[src/rtl/uart_pkg.sv]
// uart_pkg
//   Shared definitions for the framed UART receiver:
//   - rx_state_t      : receiver FSM state encoding
//   - PARITY_*        : PARITY_MODE encodings (none / even / odd)
//   - rx_params_legal : elaboration-time legality check of the parameter set
package uart_pkg;

  typedef enum logic [2:0] {
    ST_IDLE      = 3'd0,
    ST_START     = 3'd1,
    ST_DATA      = 3'd2,
    ST_PARITY    = 3'd3,
    ST_STOP      = 3'd4,
    ST_WAIT_HIGH = 3'd5
  } rx_state_t;

  localparam int unsigned PARITY_NONE = 0;
  localparam int unsigned PARITY_EVEN = 1;
  localparam int unsigned PARITY_ODD  = 2;

  function automatic bit rx_params_legal(
    input int unsigned oversample,
    input int unsigned n_data_bits,
    input int unsigned parity_mode,
    input int unsigned n_stop_bits,
    input int unsigned maj_start,
    input int unsigned maj_end,
    input int unsigned sync_stages
  );
    return (oversample >= 8) && (oversample <= 32) &&
           (n_data_bits >= 5) && (n_data_bits <= 9) &&
           (parity_mode <= PARITY_ODD) &&
           (n_stop_bits >= 1) && (n_stop_bits <= 2) &&
           (maj_start <= maj_end) && (maj_end < oversample) &&
           (sync_stages >= 2);
  endfunction

endpackage

[src/rtl/uart_rx_framed_if.sv]
// uart_rx_framed_if
//   Output word handshake of the framed UART receiver.
//   master : receiver side (drives word, valid, error flags, overrun)
//   slave  : consumer side (drives i_data_ready)
//   o_data        : received word, LSB first on the line
//   o_data_valid  : held word valid
//   i_data_ready  : consumer accepts the held word
//   o_parity_err  : parity error of the held word (qualified by valid)
//   o_frame_err   : framing error of the held word (qualified by valid)
//   o_overrun     : one-cycle pulse when a completed frame is dropped
interface uart_rx_framed_if #(
  parameter int unsigned N_DATA_BITS = 8
) ();
  logic [N_DATA_BITS-1:0] o_data;
  logic                   o_data_valid;
  logic                   i_data_ready;
  logic                   o_parity_err;
  logic                   o_frame_err;
  logic                   o_overrun;

  modport master (
    output o_data, o_data_valid, o_parity_err, o_frame_err, o_overrun,
    input  i_data_ready
  );

  modport slave (
    input  o_data, o_data_valid, o_parity_err, o_frame_err, o_overrun,
    output i_data_ready
  );
endinterface

[src/rtl/uart_bit_sampler.sv]
// uart_bit_sampler
//   Per-bit sample counter and majority vote for the UART receiver.
//   i_clk, i_reset : clock, synchronous active-high reset
//   i_en           : oversample tick; all state holds when low
//   i_line         : synchronized serial line
//   i_start        : start-edge seen this tick; this tick is sample 0
//   i_run          : receiver is inside a frame (count and vote)
//   o_bit_done     : strobe on the tick that completes a bit (last sample)
//   o_bit_val      : resolved bit value, valid with o_bit_done
module uart_bit_sampler #(
  parameter int unsigned OVERSAMPLE         = 16,
  parameter int unsigned MAJORITY_START_IDX = 6,
  parameter int unsigned MAJORITY_END_IDX   = 10
) (
  input  logic i_clk,
  input  logic i_reset,
  input  logic i_en,
  input  logic i_line,
  input  logic i_start,
  input  logic i_run,
  output logic o_bit_done,
  output logic o_bit_val
);
  localparam int unsigned CNT_W = $clog2(OVERSAMPLE);
  localparam int unsigned WIN   = MAJORITY_END_IDX - MAJORITY_START_IDX + 1;
  localparam int unsigned MAJ_W = $clog2(WIN + 1);

  localparam logic [CNT_W-1:0] CNT_LAST = CNT_W'(OVERSAMPLE - 1);
  localparam logic [CNT_W-1:0] CNT_ONE  = CNT_W'(1);
  localparam logic [CNT_W-1:0] WIN_LO   = CNT_W'(MAJORITY_START_IDX);
  localparam logic [CNT_W-1:0] WIN_HI   = CNT_W'(MAJORITY_END_IDX);
  localparam logic [MAJ_W:0]   WIN_V    = (MAJ_W + 1)'(WIN);

  logic [CNT_W-1:0] cnt;
  logic [MAJ_W-1:0] maj;
  logic [MAJ_W-1:0] maj_next;
  logic             in_win;

  always_comb begin
    in_win     = (cnt >= WIN_LO) && (cnt <= WIN_HI);
    maj_next   = maj + MAJ_W'(in_win & i_line);
    // Twice the count beats the window width exactly when count > width/2.
    o_bit_val  = {maj_next, 1'b0} > WIN_V;
    o_bit_done = i_en & i_run & (cnt == CNT_LAST);
  end

  always_ff @(posedge i_clk) begin
    if (i_reset) begin
      cnt <= '0;
      maj <= '0;
    end else if (i_en) begin
      if (i_start) begin
        // The start tick is sample 0; the line is low so it adds no vote.
        cnt <= CNT_ONE;
        maj <= '0;
      end else if (i_run) begin
        if (cnt == CNT_LAST) begin
          cnt <= '0;
          maj <= '0;
        end else begin
          cnt <= cnt + CNT_ONE;
          maj <= maj_next;
        end
      end
    end
  end
endmodule

[src/rtl/uart_rx_framed.sv]
// uart_rx_framed
//   Oversampling UART receiver with parity, stop-bit checking, break
//   handling and a one-word output register with valid/ready handshake.
//   i_clk, i_reset : clock, synchronous active-high reset
//   i_en           : oversample tick (OVERSAMPLE ticks per bit)
//   i_data         : asynchronous serial line, idle high
//   o_busy         : FSM is not idle
//   rx_if          : word / valid / ready / error flags / overrun
module uart_rx_framed
  import uart_pkg::*;
#(
  parameter int unsigned OVERSAMPLE         = 16,
  parameter int unsigned N_DATA_BITS        = 8,
  parameter int unsigned PARITY_MODE        = 0,
  parameter int unsigned N_STOP_BITS        = 1,
  parameter int unsigned MAJORITY_START_IDX = 6,
  parameter int unsigned MAJORITY_END_IDX   = 10,
  parameter int unsigned SYNC_STAGES        = 2
) (
  input  logic i_clk,
  input  logic i_reset,
  input  logic i_en,
  input  logic i_data,
  output logic o_busy,
  uart_rx_framed_if.master rx_if
);
  if (!rx_params_legal(OVERSAMPLE, N_DATA_BITS, PARITY_MODE, N_STOP_BITS,
                       MAJORITY_START_IDX, MAJORITY_END_IDX, SYNC_STAGES)) begin : g_bad_params
    $error("uart_rx_framed: illegal parameter set");
  end

  localparam int unsigned      IDX_W     = $clog2(N_DATA_BITS);
  localparam logic [IDX_W-1:0] IDX_LAST  = IDX_W'(N_DATA_BITS - 1);
  localparam logic [IDX_W-1:0] IDX_ONE   = IDX_W'(1);
  localparam logic             STOP_LAST = 1'(N_STOP_BITS - 1);

  logic [SYNC_STAGES-1:0] sync;
  logic                   line;
  rx_state_t              state;
  logic [IDX_W-1:0]       bit_idx;
  logic                   stop_idx;
  logic [N_DATA_BITS-1:0] shreg;
  logic                   par_err_r;
  logic                   frm_err_r;
  logic                   bit_done;
  logic                   bit_val;
  logic                   start_seen;
  logic                   run;
  logic                   frm_err_final;
  logic                   frame_done;
  logic                   xfer;

  always_ff @(posedge i_clk) begin
    if (i_reset) sync <= '1;
    else         sync <= {sync[SYNC_STAGES-2:0], i_data};
  end

  always_comb begin
    line          = sync[SYNC_STAGES-1];
    start_seen    = (state == ST_IDLE) & ~line;
    run           = (state == ST_START) | (state == ST_DATA) |
                    (state == ST_PARITY) | (state == ST_STOP);
    frm_err_final = frm_err_r | ~bit_val;
    frame_done    = bit_done & (state == ST_STOP) & (stop_idx == STOP_LAST);
    xfer          = rx_if.o_data_valid & rx_if.i_data_ready;
    o_busy        = (state != ST_IDLE);
  end

  uart_bit_sampler #(
    .OVERSAMPLE        (OVERSAMPLE),
    .MAJORITY_START_IDX(MAJORITY_START_IDX),
    .MAJORITY_END_IDX  (MAJORITY_END_IDX)
  ) u_sampler (
    .i_clk     (i_clk),
    .i_reset   (i_reset),
    .i_en      (i_en),
    .i_line    (line),
    .i_start   (start_seen),
    .i_run     (run),
    .o_bit_done(bit_done),
    .o_bit_val (bit_val)
  );

  always_ff @(posedge i_clk) begin
    if (i_reset) begin
      state     <= ST_IDLE;
      bit_idx   <= '0;
      stop_idx  <= 1'b0;
      shreg     <= '0;
      par_err_r <= 1'b0;
      frm_err_r <= 1'b0;
    end else if (i_en) begin
      case (state)
        ST_IDLE: if (!line) begin
          state     <= ST_START;
          bit_idx   <= '0;
          stop_idx  <= 1'b0;
          par_err_r <= 1'b0;
          frm_err_r <= 1'b0;
        end
        ST_START: if (bit_done) state <= bit_val ? ST_IDLE : ST_DATA;
        ST_DATA: if (bit_done) begin
          shreg <= {bit_val, shreg[N_DATA_BITS-1:1]};
          if (bit_idx == IDX_LAST)
            state <= (PARITY_MODE != PARITY_NONE) ? ST_PARITY : ST_STOP;
          else
            bit_idx <= bit_idx + IDX_ONE;
        end
        ST_PARITY: if (bit_done) begin
          par_err_r <= ((^shreg) ^ bit_val) != (PARITY_MODE == PARITY_ODD);
          state     <= ST_STOP;
        end
        ST_STOP: if (bit_done) begin
          frm_err_r <= frm_err_final;
          if (stop_idx == STOP_LAST)
            state <= frm_err_final ? ST_WAIT_HIGH : ST_IDLE;
          else
            stop_idx <= 1'b1;
        end
        ST_WAIT_HIGH: if (line) state <= ST_IDLE;
        default: state <= ST_IDLE;
      endcase
    end
  end

  // Output register: a completed frame loads only into an empty slot or one
  // being drained this same cycle; otherwise it is dropped with a pulse.
  always_ff @(posedge i_clk) begin
    if (i_reset) begin
      rx_if.o_data       <= '0;
      rx_if.o_data_valid <= 1'b0;
      rx_if.o_parity_err <= 1'b0;
      rx_if.o_frame_err  <= 1'b0;
      rx_if.o_overrun    <= 1'b0;
    end else begin
      rx_if.o_overrun <= 1'b0;
      if (frame_done && (!rx_if.o_data_valid || xfer)) begin
        rx_if.o_data       <= shreg;
        rx_if.o_parity_err <= par_err_r;
        rx_if.o_frame_err  <= frm_err_final;
        rx_if.o_data_valid <= 1'b1;
      end else begin
        if (frame_done) rx_if.o_overrun <= 1'b1;
        if (xfer)       rx_if.o_data_valid <= 1'b0;
      end
    end
  end
endmodule

[src/flat_wrapper.sv]
// flat-port wrapper written by rule: the top's interface ports become plain ports
module uart_rx_framed_flat import uart_pkg::*;
#(
  parameter int unsigned OVERSAMPLE         = 16,
  parameter int unsigned N_DATA_BITS        = 8,
  parameter int unsigned PARITY_MODE        = 0,
  parameter int unsigned N_STOP_BITS        = 1,
  parameter int unsigned MAJORITY_START_IDX = 6,
  parameter int unsigned MAJORITY_END_IDX   = 10,
  parameter int unsigned SYNC_STAGES        = 2
)
  (i_clk, i_reset, i_en, i_data, o_busy, rx_if_o_data, rx_if_o_data_valid, rx_if_o_parity_err, rx_if_o_frame_err, rx_if_o_overrun, rx_if_i_data_ready);
  uart_rx_framed_if #(.N_DATA_BITS(N_DATA_BITS)) rx_if_i ();
  input  logic i_clk;
  input  logic i_reset;
  input  logic i_en;
  input  logic i_data;
  output logic o_busy;
  output wire logic [$bits(rx_if_i.o_data)-1:0] rx_if_o_data;
  output wire logic [$bits(rx_if_i.o_data_valid)-1:0] rx_if_o_data_valid;
  output wire logic [$bits(rx_if_i.o_parity_err)-1:0] rx_if_o_parity_err;
  output wire logic [$bits(rx_if_i.o_frame_err)-1:0] rx_if_o_frame_err;
  output wire logic [$bits(rx_if_i.o_overrun)-1:0] rx_if_o_overrun;
  input wire logic [$bits(rx_if_i.i_data_ready)-1:0] rx_if_i_data_ready;
  assign rx_if_o_data = rx_if_i.o_data;
  assign rx_if_o_data_valid = rx_if_i.o_data_valid;
  assign rx_if_o_parity_err = rx_if_i.o_parity_err;
  assign rx_if_o_frame_err = rx_if_i.o_frame_err;
  assign rx_if_o_overrun = rx_if_i.o_overrun;
  assign rx_if_i.i_data_ready = rx_if_i_data_ready;
  uart_rx_framed #(.OVERSAMPLE(OVERSAMPLE), .N_DATA_BITS(N_DATA_BITS), .PARITY_MODE(PARITY_MODE), .N_STOP_BITS(N_STOP_BITS), .MAJORITY_START_IDX(MAJORITY_START_IDX), .MAJORITY_END_IDX(MAJORITY_END_IDX), .SYNC_STAGES(SYNC_STAGES)) u_core (.i_clk(i_clk), .i_reset(i_reset), .i_en(i_en), .i_data(i_data), .o_busy(o_busy), .rx_if(rx_if_i));
endmodule
[config.mk]
export PLATFORM = sky130hd
export DESIGN_NAME = uart_rx_framed_flat
export DESIGN_NICKNAME = d
export VERILOG_FILES = /design/src/rtl/uart_pkg.sv /design/src/rtl/uart_rx_framed_if.sv /design/src/rtl/uart_bit_sampler.sv /design/src/rtl/uart_rx_framed.sv /design/src/flat_wrapper.sv
export SDC_FILE = /design/constraint.sdc
export NUM_CORES = 1
export LEC_CHECK = 0
export CAP_MARGIN = 10
export CORE_UTILIZATION = 48
export CTS_CLUSTER_DIAMETER = 80
export DETAILED_ROUTE_END_ITERATION = 7
export PLACE_DENSITY = 0.76
export SYNTH_ARGS = -nofsm -noshare
export SYNTH_HDL_FRONTEND = slang
export SYNTH_SLANG_ARGS = --single-unit
[constraint.sdc]
create_clock -name i_clk -period 3.8 [get_ports i_clk]
set_input_delay 0.76 -clock i_clk [delete_from_list [all_inputs] [get_ports i_clk]]
set_output_delay 0.76 -clock i_clk [all_outputs]
set_load 0.1 [all_outputs]
==> metrics.csv <==
metric,value,unit
Critical Path Stages,13,
via count of the first global-routing pass,1235,
Seq cells post-synth,37,
global-route wire length before repair,5375,um
post-route total power,771.1,uW
class of the most critical hold timing path,reg -> reg,
gr usage total,17.33,%
number of instances in the synthesized netlist,192,
type of the setup path with the least slack,reg -> reg,
transition time at the pin with the least slew margin,0.9733,ns
Peak VDD IR,0.2484,mV
leading post-synthesis cells by cell area,"dfxtp_1, mux2i_1, nor2_1",
final count of negative-setup-slack endpoints,0,
Final Critical Period,2.617,ns
commonest cells in the synthesized netlist,"dfxtp_1, nor2_1, mux2i_1",
fraction of layout instances using a drive strength above 1,11.06,%
launch point of the critical path,u_core.u_sampler.cnt[0],
worst reg2reg endpoint,u_core.par_err_r,
setup repair after global routing missed its margin,false,
tightest hold margin,0.4104,ns
number of standard-cell rows in the floorplan,22,
total area of sequential cells,740.7,um2
die area,0.004065,mm2
number of post-CTS setup repair buffers,0,
yosys synthesis warning count,0,
worst clock skew,0.005945,ns
CTS hold repair buffers,0,
Fillers,338,
number of max-capacitance violations reported,0,
Syn Std Cell Area,0.001831,mm2
count of instances resized after the clock tree is built,0,
area share of the largest cell type after synthesis,40.46,%
final sum of negative setup slack,0,ns
Max Slew Vio Count,0,
Initial DRT Pass Iterations,4,
mean instance size in the synthesized netlist,9.534,um2
critical path required time,3.97,ns
post-route clock period utilization,68.86,%
Worst slew margin,34.91,%
HPWL after detailed placement,2053,um
CTS tree,done,
Reg2Reg Launch Point,u_core.u_sampler.cnt[0],
H-tree levels,2,
Setup crit start kind,flop,
floorplan core area,0.003661,mm2
library cell contributing the largest single delay on the critical path,xnor3_1,
post-synthesis cell type with the largest combined area,dfxtp_1,
clk root buf,clkbuf_8,
Die Y-Extent,63.76,um
CP max stage delay,0.46,ns
clock-pin slew on the worst setup and hold paths,0.07,ns
"delay-heaviest family, CP",adder cells,
leakage power,0.0008191,uW
total number of vias,1299,
count of pins on the block boundary,18,
global route overflow,0,
antenna-violating nets left,0,
drt first-iter violations,61,
highest achievable clock rate,382.1,MHz
count of flip-flops with a built-in enable after synthesis,0,
origin of the worst min-delay path,u_core.sync[0],
per-cell via count in the routed design,5.074,
multi-input combinational cell area,938.4,um2
Syn Nets,203,
maximum number of pins on one net before global-route repair,35,
total inserted antenna cells,0,
worst reg-to-reg path cell count,13,
reg-to-reg setup timing slack,1.18,ns
count of buffer and inverter cells on the critical path,2,
"Top FF cell, synth",dfxtp_1,
Final #Nets,218,
clock insertion delay at the later pin of the skew report,0.29,ns
Wirelength per Cell,11.55,um
number of antenna violations at the first check in global routing,0,
number of failing hold endpoints at the final stage,0,
end point of the critical path,u_core.par_err_r,
clock net sink count,37,
CTS max path bufs,2,
cell-by-cell trace of the critical path,inv_1 > ha_1 > inv_1 > a21oi_1 > a21oi_1 > nor2b_1 > ha_1 > ha_1 > and2_1 > nor2_1 > xnor3_1 > nand4_1 > a21oi_1,
layout overhead on the synthesized area,12.37,%
result of the run,"complete, no violations",
die width,63.76,um
residual DRC count,0,
fraction of synthesis flops using an asynchronous set or reset pin,0,%
crit-path max FO,4,
quantity of I/O buffers inserted on ports,17,
CTS Buf Count,5,
number of distinct library cells after synthesis,44,
register area share after synthesis,40.46,%
"wirelength, routed",2958,um
power per unit of standard cell area,374.9,mW/mm2
Critical Path End Type,flop,
Worst Path Arrival,2.79,ns
initial core utilization,50.00,%
global placer's final weighted congestion,0.8399,
most frequent cell after synthesis,dfxtp_1,
layout by cell type, fill, tap and decap left out, drive strengths merged, types with 3 or more instances in the layout:
| cell type | netlist | layout |
|---|---|---|
| buf | 4 | 3 |
| xnor2 | 6 | 6 |
| ha | 6 | 6 |
| nand2b | 3 | 3 |
| nand3 | 3 | 3 |
| nor3 | 4 | 4 |
| o21ai | 7 | 7 |
| inv | 5 | 5 |
| or2 | 4 | 4 |
| dfxtp | 37 | 37 |
| clkdlybuf4s50 | 0 | 16 |
| a21oi | 16 | 16 |
| mux2i | 16 | 16 |
| nor2 | 25 | 25 |
| clkbuf | 5 | 7 |
| or3 | 6 | 6 |
| a211oi | 3 | 3 |
| xor2 | 4 | 4 |
| nand2 | 14 | 14 |
stage by stage:
stage	util (%)	cells	cell area, um2	setup slack, ns
after floorplan	-	192	1831	1.425
final	56.19	256	2057	1.183
after detailed placement	53.01	248	1941	1.018
after global routing	56.19	256	2057	0.9715
after CTS	56.19	256	2057	1.178
after global placement	53.01	248	1941	1.078
state kept, by name (all words and copies together), names as in the netlist, 2 cells and up:
register and count:
u_core.u_sampler.maj 3, u_core.state 3, u_core.sync 2, u_core.rx_if.o_data 8, u_core.u_sampler.cnt 4, u_core.bit_idx 3, u_core.shreg 8
layout make-up:
| cell class | count | area share, % |
|---|---|---|
| Inverter | 5 | 0.9124 |
| Clock buffer | 7 | 4.197 |
| Sequential cell | 37 | 36.01 |
| Timing Repair Buffer | 19 | 8.881 |
| Clock inverter | 1 | 1.460 |
| Tap cell | 48 | 2.920 |
| Multi-Input combinational cell | 139 | 45.62 |
layer usage:
layer / vias to the layer above / GRT usage, % / wire length [um] / part of all wire (%)
met4: 0 / 7.386 / 56 / 1.9
met1: 589 / 20.76 / 1471 / 50
met3: 6 / 6.429 / 107 / 3.6
met2: 17 / 27.66 / 1323 / 45
li1: 687 / - / - / -
met5: - / 0 / 0 / 0
power breakdown:
part | switching (uW) | internal (uW) | total [uW]
sequential | 2.83 | 390 | 393
clock | 135 | 214 | 349
combinational | 18.3 | 11.2 | 29.4
total | 156 | 615 | 771
kinds of logic (layout without fill, tap and decap cells):
| logic type | count (synthesis) | in the layout | synth area share (%) |
|---|---|---|---|
| AND/OR/NAND/NOR | 71 | 71 | 20.37 |
| flip-flops | 37 | 37 | 40.46 |
| AO/OA/AOI/OAI | 35 | 35 | 12.03 |
| multiplexers | 16 | 16 | 8.749 |
| buffers and inverters | 16 | 32 | 8.271 |
| XOR/XNOR | 11 | 11 | 6.015 |
| adder cells (fa/ha/maj) | 6 | 6 | 4.101 |
worst min path at each step:
stage | endpoint | slack (ns) | cells after the start
after floorplan | u_core.sync[1] | 0.39 | 1
after global placement | u_core.sync[1] | 0.39 | 1
after detailed placement | u_core.sync[1] | 0.40 | 1
after CTS | u_core.sync[1] | 0.42 | 1
after global routing | u_core.sync[1] | 0.44 | 1
final | u_core.sync[1] | 0.41 | 1
No activity file was read; power rests on OpenSTA's default activity.
